$ cat config.mk
export PLATFORM = sky130hd
export DESIGN_NAME = if_fetch_unit_flat
export DESIGN_NICKNAME = d
export VERILOG_FILES = /design/src/rtl/if_fetch_unit_pkg.sv /design/src/rtl/if_fetch_unit_if.sv /design/src/rtl/if_fetch_unit_next_pc.sv /design/src/rtl/if_fetch_unit.sv /design/src/flat_wrapper.sv
export SDC_FILE = /design/constraint.sdc
export NUM_CORES = 1
export LEC_CHECK = 0
export ABC_CLOCK_PERIOD_IN_PS = 3800
export BUFFER_PORTS_ARGS = -buffer_cell sky130_fd_sc_hd__buf_2
export CAP_MARGIN = 10
export CORE_MARGIN = 5
export CORE_UTILIZATION = 52
export DETAILED_ROUTE_END_ITERATION = 8
export PLACE_DENSITY_LB_ADDON = 0.1
export SLEW_MARGIN = 20
export SYNTH_ARGS = -nofsm -noshare
export SYNTH_HDL_FRONTEND = slang
export SYNTH_HIERARCHICAL = 1
export SYNTH_SLANG_ARGS = --single-unit
$ cat constraint.sdc
create_clock -name clk -period 3.8 [get_ports clk]
set_clock_uncertainty 0.1 [all_clocks]
set_input_delay 0.76 -clock clk [delete_from_list [all_inputs] [get_ports clk]]
set_output_delay 0.76 -clock clk [all_outputs]
set_load 0.01 [all_outputs]
$ cat src/rtl/if_fetch_unit_pkg.sv
// Shared types and constants for the instruction fetch unit: state encodings,
// bus widths, chip-enable levels and default reset/exception vectors.
package if_fetch_unit_pkg;

   localparam int InstAddrBus = 32;
   localparam int InstBus     = 32;

   localparam logic [InstAddrBus-1:0] ZeroWord     = '0;
   localparam logic                   ChipEnable   = 1'b1;
   localparam logic                   ChipDisable  = 1'b0;
   localparam logic [InstAddrBus-1:0] DefResetPc   = 32'h0000_0000;
   localparam logic [InstAddrBus-1:0] DefExcVector = 32'h0000_0020;

   typedef enum logic [1:0] {
      ST_IDLE = 2'd0,
      ST_RUN  = 2'd1,
      ST_HOLD = 2'd2
   } fetch_state_e;

   function automatic logic [InstAddrBus-1:0] pc_plus4(input logic [InstAddrBus-1:0] pc);
      return pc + 32'd4;
   endfunction

endpackage

$ cat src/rtl/if_fetch_unit_if.sv
// Pipeline-control, instruction-memory and IF/ID bundle of the fetch unit.
// slave = fetch unit side, master = surrounding pipeline / memory side.
interface if_fetch_unit_if;
   import if_fetch_unit_pkg::*;

   logic                   stall_i;
   logic                   flush_i;
   logic [InstAddrBus-1:0] new_pc_i;
   logic                   branch_flag_i;
   logic [InstAddrBus-1:0] branch_target_i;
   logic                   rom_ce_o;
   logic [InstAddrBus-1:0] rom_addr_o;
   logic [InstBus-1:0]     rom_inst_i;
   logic [InstAddrBus-1:0] id_pc_o;
   logic [InstBus-1:0]     id_inst_o;
   logic                   id_valid_o;
   logic                   fetch_exc_o;

   modport slave (
      input  stall_i, flush_i, new_pc_i, branch_flag_i, branch_target_i, rom_inst_i,
      output rom_ce_o, rom_addr_o, id_pc_o, id_inst_o, id_valid_o, fetch_exc_o
   );

   modport master (
      output stall_i, flush_i, new_pc_i, branch_flag_i, branch_target_i, rom_inst_i,
      input  rom_ce_o, rom_addr_o, id_pc_o, id_inst_o, id_valid_o, fetch_exc_o
   );

endinterface

$ cat src/rtl/if_fetch_unit_next_pc.sv
// if_next_pc: pending-branch latch and priority next-PC mux
// (flush > stall > branch > PC+4). Alignment checking follows FETCH_ALIGN_CHK_EN.
module if_next_pc
   import if_fetch_unit_pkg::*;
#(
   parameter logic [InstAddrBus-1:0] EXC_VECTOR = DefExcVector
) (
   input  logic                   clk,
   input  logic                   rst,
   input  logic                   i_run,
   input  logic                   i_stall,
   input  logic                   i_flush,
   input  logic [InstAddrBus-1:0] i_new_pc,
   input  logic                   i_branch,
   input  logic [InstAddrBus-1:0] i_branch_target,
   input  logic [InstAddrBus-1:0] i_pc,
   output logic [InstAddrBus-1:0] o_next_pc,
   output logic                   o_exc
);

   logic                   r_pend_vld;
   logic [InstAddrBus-1:0] r_pend_tgt;
   logic                   w_redirect;
   logic                   w_hold;
   logic [InstAddrBus-1:0] w_raw_tgt;
   logic [InstAddrBus-1:0] w_tgt;

   // A newer branch on a non-stalled edge wins over the pending one.
   always_comb begin
      w_redirect = 1'b0;
      w_hold     = 1'b0;
      w_raw_tgt  = ZeroWord;
      if (!i_run) begin
         w_hold = 1'b1;
      end else if (i_flush) begin
         w_redirect = 1'b1;
         w_raw_tgt  = i_new_pc;
      end else if (i_stall) begin
         w_hold = 1'b1;
      end else if (i_branch) begin
         w_redirect = 1'b1;
         w_raw_tgt  = i_branch_target;
      end else if (r_pend_vld) begin
         w_redirect = 1'b1;
         w_raw_tgt  = r_pend_tgt;
      end
   end

`ifdef FETCH_ALIGN_CHK_EN
   logic w_misalign;
   assign w_misalign = (w_raw_tgt[1:0] != 2'b00);
   assign w_tgt      = w_misalign ? EXC_VECTOR : w_raw_tgt;
   assign o_exc      = w_redirect & w_misalign;
`else
   assign w_tgt = w_raw_tgt & 32'hFFFF_FFFC;
   assign o_exc = 1'b0;
`endif

   assign o_next_pc = w_hold     ? i_pc :
                      w_redirect ? w_tgt : pc_plus4(i_pc);

   always_ff @(posedge clk or posedge rst) begin
      if (rst) begin
         r_pend_vld <= 1'b0;
         r_pend_tgt <= ZeroWord;
      end else if (!i_run || i_flush) begin
         r_pend_vld <= 1'b0;
      end else if (i_stall) begin
         if (i_branch) begin
            r_pend_vld <= 1'b1;
            r_pend_tgt <= i_branch_target;
         end
      end else begin
         r_pend_vld <= 1'b0;
      end
   end

endmodule

$ cat src/rtl/if_fetch_unit.sv
// Instruction fetch unit top: IDLE/RUN/HOLD FSM, PC and IF/ID register.
// Optional misaligned-redirect trapping is enabled by defining FETCH_ALIGN_CHK_EN.
module if_fetch_unit
   import if_fetch_unit_pkg::*;
#(
   parameter logic [InstAddrBus-1:0] RESET_PC   = DefResetPc,
   parameter logic [InstAddrBus-1:0] EXC_VECTOR = DefExcVector
) (
   input  logic          clk,
   input  logic          rst,
   if_fetch_unit_if.slave bus
);

   fetch_state_e           r_state;
   logic                   r_ce;
   logic [InstAddrBus-1:0] r_pc;
   logic [InstAddrBus-1:0] r_id_pc;
   logic [InstBus-1:0]     r_id_inst;
   logic                   r_id_valid;
   logic                   r_exc;
   logic                   w_run;
   logic [InstAddrBus-1:0] w_next_pc;
   logic                   w_exc;

   assign w_run = (r_state != ST_IDLE);

   if_next_pc #(.EXC_VECTOR(EXC_VECTOR)) u_next_pc (
      .clk             (clk),
      .rst             (rst),
      .i_run           (w_run),
      .i_stall         (bus.stall_i),
      .i_flush         (bus.flush_i),
      .i_new_pc        (bus.new_pc_i),
      .i_branch        (bus.branch_flag_i),
      .i_branch_target (bus.branch_target_i),
      .i_pc            (r_pc),
      .o_next_pc       (w_next_pc),
      .o_exc           (w_exc)
   );

   always_ff @(posedge clk or posedge rst) begin
      if (rst) begin
         r_state    <= ST_IDLE;
         r_ce       <= ChipDisable;
         r_pc       <= RESET_PC;
         r_id_pc    <= ZeroWord;
         r_id_inst  <= ZeroWord;
         r_id_valid <= 1'b0;
         r_exc      <= 1'b0;
      end else begin
         case (r_state)
            ST_RUN, ST_HOLD: begin
               r_state <= bus.stall_i ? ST_HOLD : ST_RUN;
               r_ce    <= ChipEnable;
               r_pc    <= w_next_pc;
               r_exc   <= w_exc;
               // Flush kills the IF/ID slot even while stalled.
               if (bus.flush_i) begin
                  r_id_inst  <= ZeroWord;
                  r_id_valid <= 1'b0;
               end else if (!bus.stall_i) begin
                  r_id_pc    <= r_pc;
                  r_id_inst  <= bus.rom_inst_i;
                  r_id_valid <= 1'b1;
               end
            end
            default: begin
               r_state    <= ST_RUN;
               r_ce       <= ChipEnable;
               r_pc       <= RESET_PC;
               r_id_inst  <= ZeroWord;
               r_id_valid <= 1'b0;
               r_exc      <= 1'b0;
            end
         endcase
      end
   end

   assign bus.rom_ce_o    = r_ce;
   assign bus.rom_addr_o  = r_pc;
   assign bus.id_pc_o     = r_id_pc;
   assign bus.id_inst_o   = r_id_inst;
   assign bus.id_valid_o  = r_id_valid;
   assign bus.fetch_exc_o = r_exc;

endmodule
$ cat src/flat_wrapper.sv
// flat-port wrapper written by rule: the top's interface ports become plain ports
module if_fetch_unit_flat import if_fetch_unit_pkg::*;
#(
   parameter logic [InstAddrBus-1:0] RESET_PC   = DefResetPc,
   parameter logic [InstAddrBus-1:0] EXC_VECTOR = DefExcVector
)
  (clk, rst, bus_stall_i, bus_flush_i, bus_new_pc_i, bus_branch_flag_i, bus_branch_target_i, bus_rom_inst_i, bus_rom_ce_o, bus_rom_addr_o, bus_id_pc_o, bus_id_inst_o, bus_id_valid_o, bus_fetch_exc_o);
  if_fetch_unit_if bus_i ();
  input  logic clk;
  input  logic rst;
  input wire logic [$bits(bus_i.stall_i)-1:0] bus_stall_i;
  input wire logic [$bits(bus_i.flush_i)-1:0] bus_flush_i;
  input wire logic [$bits(bus_i.new_pc_i)-1:0] bus_new_pc_i;
  input wire logic [$bits(bus_i.branch_flag_i)-1:0] bus_branch_flag_i;
  input wire logic [$bits(bus_i.branch_target_i)-1:0] bus_branch_target_i;
  input wire logic [$bits(bus_i.rom_inst_i)-1:0] bus_rom_inst_i;
  output wire logic [$bits(bus_i.rom_ce_o)-1:0] bus_rom_ce_o;
  output wire logic [$bits(bus_i.rom_addr_o)-1:0] bus_rom_addr_o;
  output wire logic [$bits(bus_i.id_pc_o)-1:0] bus_id_pc_o;
  output wire logic [$bits(bus_i.id_inst_o)-1:0] bus_id_inst_o;
  output wire logic [$bits(bus_i.id_valid_o)-1:0] bus_id_valid_o;
  output wire logic [$bits(bus_i.fetch_exc_o)-1:0] bus_fetch_exc_o;
  assign bus_i.stall_i = bus_stall_i;
  assign bus_i.flush_i = bus_flush_i;
  assign bus_i.new_pc_i = bus_new_pc_i;
  assign bus_i.branch_flag_i = bus_branch_flag_i;
  assign bus_i.branch_target_i = bus_branch_target_i;
  assign bus_i.rom_inst_i = bus_rom_inst_i;
  assign bus_rom_ce_o = bus_i.rom_ce_o;
  assign bus_rom_addr_o = bus_i.rom_addr_o;
  assign bus_id_pc_o = bus_i.id_pc_o;
  assign bus_id_inst_o = bus_i.id_inst_o;
  assign bus_id_valid_o = bus_i.id_valid_o;
  assign bus_fetch_exc_o = bus_i.fetch_exc_o;
  if_fetch_unit #(.RESET_PC(RESET_PC), .EXC_VECTOR(EXC_VECTOR)) u_core (.clk(clk), .rst(rst), .bus(bus_i));
endmodule
==> results.txt <==
- Initial Utilization: 0.5267
- Reg2Reg Capture Point: u_core/bus.rom_addr_o[11]$_DFF_PP0_
- Clock latency reported for the late side of the worst-skew pair: 0.41 ns
- Setup repair after global routing left no endpoint under its margin.
- Peak VDD IR: 0.2937 mV
* Setup slack at placement: 0.7845 ns
- The longest clock path from root to sink contains 2 buffers.
- Sink count of the clock tree: 132
- Worst Setup End Kind: register
- Result of the run: complete, no violations
* Synth area leaders: sky130_fd_sc_hd__dfrtp_1 (50%), sky130_fd_sc_hd__mux2_2 (10%), sky130_fd_sc_hd__mux2i_1 (5.0%), sky130_fd_sc_hd__and2_1 (3.8%), sky130_fd_sc_hd__nand2_1 (2.6%)
- For this run, design rule violations remaining after detail routing come to 0.
- Synthesis produced a netlist whose cell count is 612.
* Number of enable-type register cells in the synthesized netlist: 0
- Adding up every negative setup slack in the final design gives 0 ns.
- Endpoints failing hold: 0
- Total number of placement rows: 41
* Detailed placer's ending HPWL: 12590 um
* Post-CTS Resized: 0
- CP Launch Type: input pin
- Maximum fanout along the worst path: 37
- After the flow finishes, the layout carries non-filler instances totaling 977.
- The final count of pins violating max slew is 0.
- Total of hold buffers inserted after clock tree synthesis: 0
* Wire length of the first global-routing pass: 26590 um
- Pwr Density: 692.5 mW/mm2
* Endpoint of the worst setup timing path: u_core/bus.rom_addr_o[21]$_DFF_PP0_
- Required time of the worst setup path: 4.00 ns
- In the global route stage, overall resource usage came out at 0.2274.
- Area delta synth->final: 24.73%
- Detailed-route via count: 5420
- During I/O placement, the number of pins put on the boundary was 200.
* Detail Route Antenna Nets: 0
* Final net count: 899
- Final WL: 16990 um
* Portion of the clock cycle consumed by the worst path in the final layout: 0.6997
* Reg-to-Reg Start: u_core/u_next_pc/r_pend_vld$_DFFE_PP0P_
- The tool flagged a number of max-cap violations equal to 0.
- Fraction of layout instances using a drive strength above 1: 0.3764
- TritonCTS built the clock tree.
* Number of antenna violations at the first check in global routing: 0
* Count of input and output buffers: 195
- Post-synth top area share: 0.5010
- In the synthesized netlist, the cells that appear most often are sky130_fd_sc_hd__dfrtp_1 (132), sky130_fd_sc_hd__mux2_2 (60), sky130_fd_sc_hd__nand2_1 (45).
- Of all flip-flops after synthesis, the portion carrying an async set or reset was 1.000.
- The number of antenna diodes in the final layout is 0.
- Power, Total: 5694 uW
* Post-synth cell types: 59
- Clock root buffer: sky130_fd_sc_hd__clkbuf_16
- Number of search-and-repair iterations in the first detailed-routing pass: 5
- The worst setup path is of the in2reg kind.
* Largest area contributor in the netlist: sky130_fd_sc_hd__dfrtp_1
- Area of the mapped netlist: 0.006593 mm2
- Slew at the pin closest to its max-slew limit: 0.7745 ns
- Final critical delay including setup and external delays: 2.659 ns
- Cell with the most instances after synthesis: sky130_fd_sc_hd__dfrtp_1
* Rel. slew slack: 0.4818
- Counting the buffers created by CTS gives 17.
* Min-delay worst type: in2async
* 1st-iter DRT viols: 344
- After clock tree synthesis, the clock-pin slew on the worst setup and hold paths is 0.05 ns.
- For the worst flop-to-flop path, the logic depth is 7.
- Setup violations remaining at the end of the flow were counted as 0.
- Once placement completed, the tool counted placed cells totaling 949.
- Setup ws final: 1.141 ns
* Via density: 5.548
- The die is 122.6 um tall.
- Flops & latches, synth: 132
- Critical path startpoint: bus_flush_i
- Width of the die: 122.6 um
- Dividing the synthesized area by the synthesized cell count gives 10.77 um2.
- Number of nets in the synthesized netlist: 715
* Pin count of the biggest net entering global routing: 49
* Reported leakage power: 0.004069 uW
* Max frequency: 0.3761 GHz
- For this run the aggregate overflow at the end of global routing stands at 0.
- Warnings, synthesis: 6
* Maximum level of the CTS H-tree: 4
- Utilization after layout: 0.6569
* Most used flip-flop cell after synthesis: sky130_fd_sc_hd__dfrtp_1
- Placer congestion estimate: 0.8245
- Setup slack on the worst reg-to-reg path comes out at 1.18 ns.
- Via count of the first global-routing pass: 5213
- In this run the standard cell core region covers 0.01252 mm2.
* Portion of the post-synthesis area used by sequential elements: 0.5010
* Average wire per cell in the routed design: 17.39 um
- Setup bufs post-CTS: 0
- Data arrival time of the critical path: 2.86 ns
- The die covers 0.01503 mm2.
## routing by layer
layer	up-vias	share of wire	track usage
met5	-	0	0
met4	0	0.010	0.06858
met3	14	0.076	0.05115
met2	211	0.48	0.3576
met1	2624	0.44	0.3170
li1	2571	-	-
## power breakdown
| part | leakage, uW | internal [uW] | total [uW] | switching (uW) |
|---|---|---|---|---|
| combinational | 0.00210 | 897 | 1900 | 999 |
| sequential | 0.00171 | 1890 | 2310 | 415 |
| clock | 0.000260 | 952 | 1490 | 540 |
## cells by family (layout without fill, tap and decap cells)
kind of cell,Yosys count,after routing,synth area share
xor+xnor,12,12,0.01594
simple gates,200,200,0.1581
other cells,2,2,0.001139
flops,132,132,0.5010
fa+ha+maj,2,2,0.003795
buf+inv,55,248,0.03890
mux,95,95,0.1560
compound gates,114,114,0.1251
## critical path: stages
cell                       delay [ns]
sky130_fd_sc_hd__buf_2           0.53
sky130_fd_sc_hd__nand2b_1        0.24
sky130_fd_sc_hd__nand2_1         0.45
sky130_fd_sc_hd__o311ai_0        0.48
sky130_fd_sc_hd__o311ai_0        0.19
sky130_fd_sc_hd__and2_1          0.18
## final cells by class
type,count,area [um2]
tap,172,215.2
inverter,12,47.55
sequential,132,3303
multi-input combinational,425,3042
fill,1039,4294
clock buffer,24,491.7
timing repair buffer,208,1074
clock inverter,4,50.05
## through the flow
step	hold WS (ns)	area, um2
floorplan	0.3737	6593
global placement	0.3672	7681
detailed placement	0.3729	7681
CTS	0.2828	8223
global route	0.3036	8223
finish	0.2779	8223
## sequential cells by signal (all words and copies together), names as in the netlist
signal / flops
u_core/bus.id_pc_o: 32
u_core/bus.rom_addr_o: 32
u_core/bus.fetch_exc_o: 1
u_core/bus.id_valid_o: 1
u_core/bus.rom_ce_o: 1
u_core/u_next_pc/r_pend_vld: 1
u_core/u_next_pc/r_pend_tgt: 30
u_core/bus.id_inst_o: 32
u_core/r_state: 2
## worst min path at each step
stage	start	to	slack (ns)
after floorplan	u_core/u_next_pc/r_pend_tgt[11]$_DFFE_PP0P_	u_core/u_next_pc/r_pend_tgt[11]$_DFFE_PP0P_	0.37
after global placement	u_core/bus.id_pc_o[29]$_DFFE_PP0P_	u_core/bus.id_pc_o[29]$_DFFE_PP0P_	0.37
after detailed placement	u_core/bus.id_pc_o[29]$_DFFE_PP0P_	u_core/bus.id_pc_o[29]$_DFFE_PP0P_	0.37
after CTS	rst	u_core/bus.rom_addr_o[7]$_DFF_PP0_	0.28
after global routing	rst	u_core/bus.rom_addr_o[7]$_DFF_PP0_	0.30
final	rst	u_core/bus.rom_addr_o[7]$_DFF_PP0_	0.28
## cells in the final DEF (no fill, tap or decap), types with 19 or more instances in the layout
master	Yosys	final
sky130_fd_sc_hd__a21oi_1	19	19
sky130_fd_sc_hd__buf_2	9	195
sky130_fd_sc_hd__dfrtp_1	132	132
sky130_fd_sc_hd__nand3_1	21	21
sky130_fd_sc_hd__mux2i_1	33	33
sky130_fd_sc_hd__nor2_1	44	44
sky130_fd_sc_hd__nand2_1	45	45
sky130_fd_sc_hd__o21ai_0	20	20
sky130_fd_sc_hd__and2_1	40	40
sky130_fd_sc_hd__mux2_2	60	60
No activity file was read; power rests on OpenSTA's default activity.
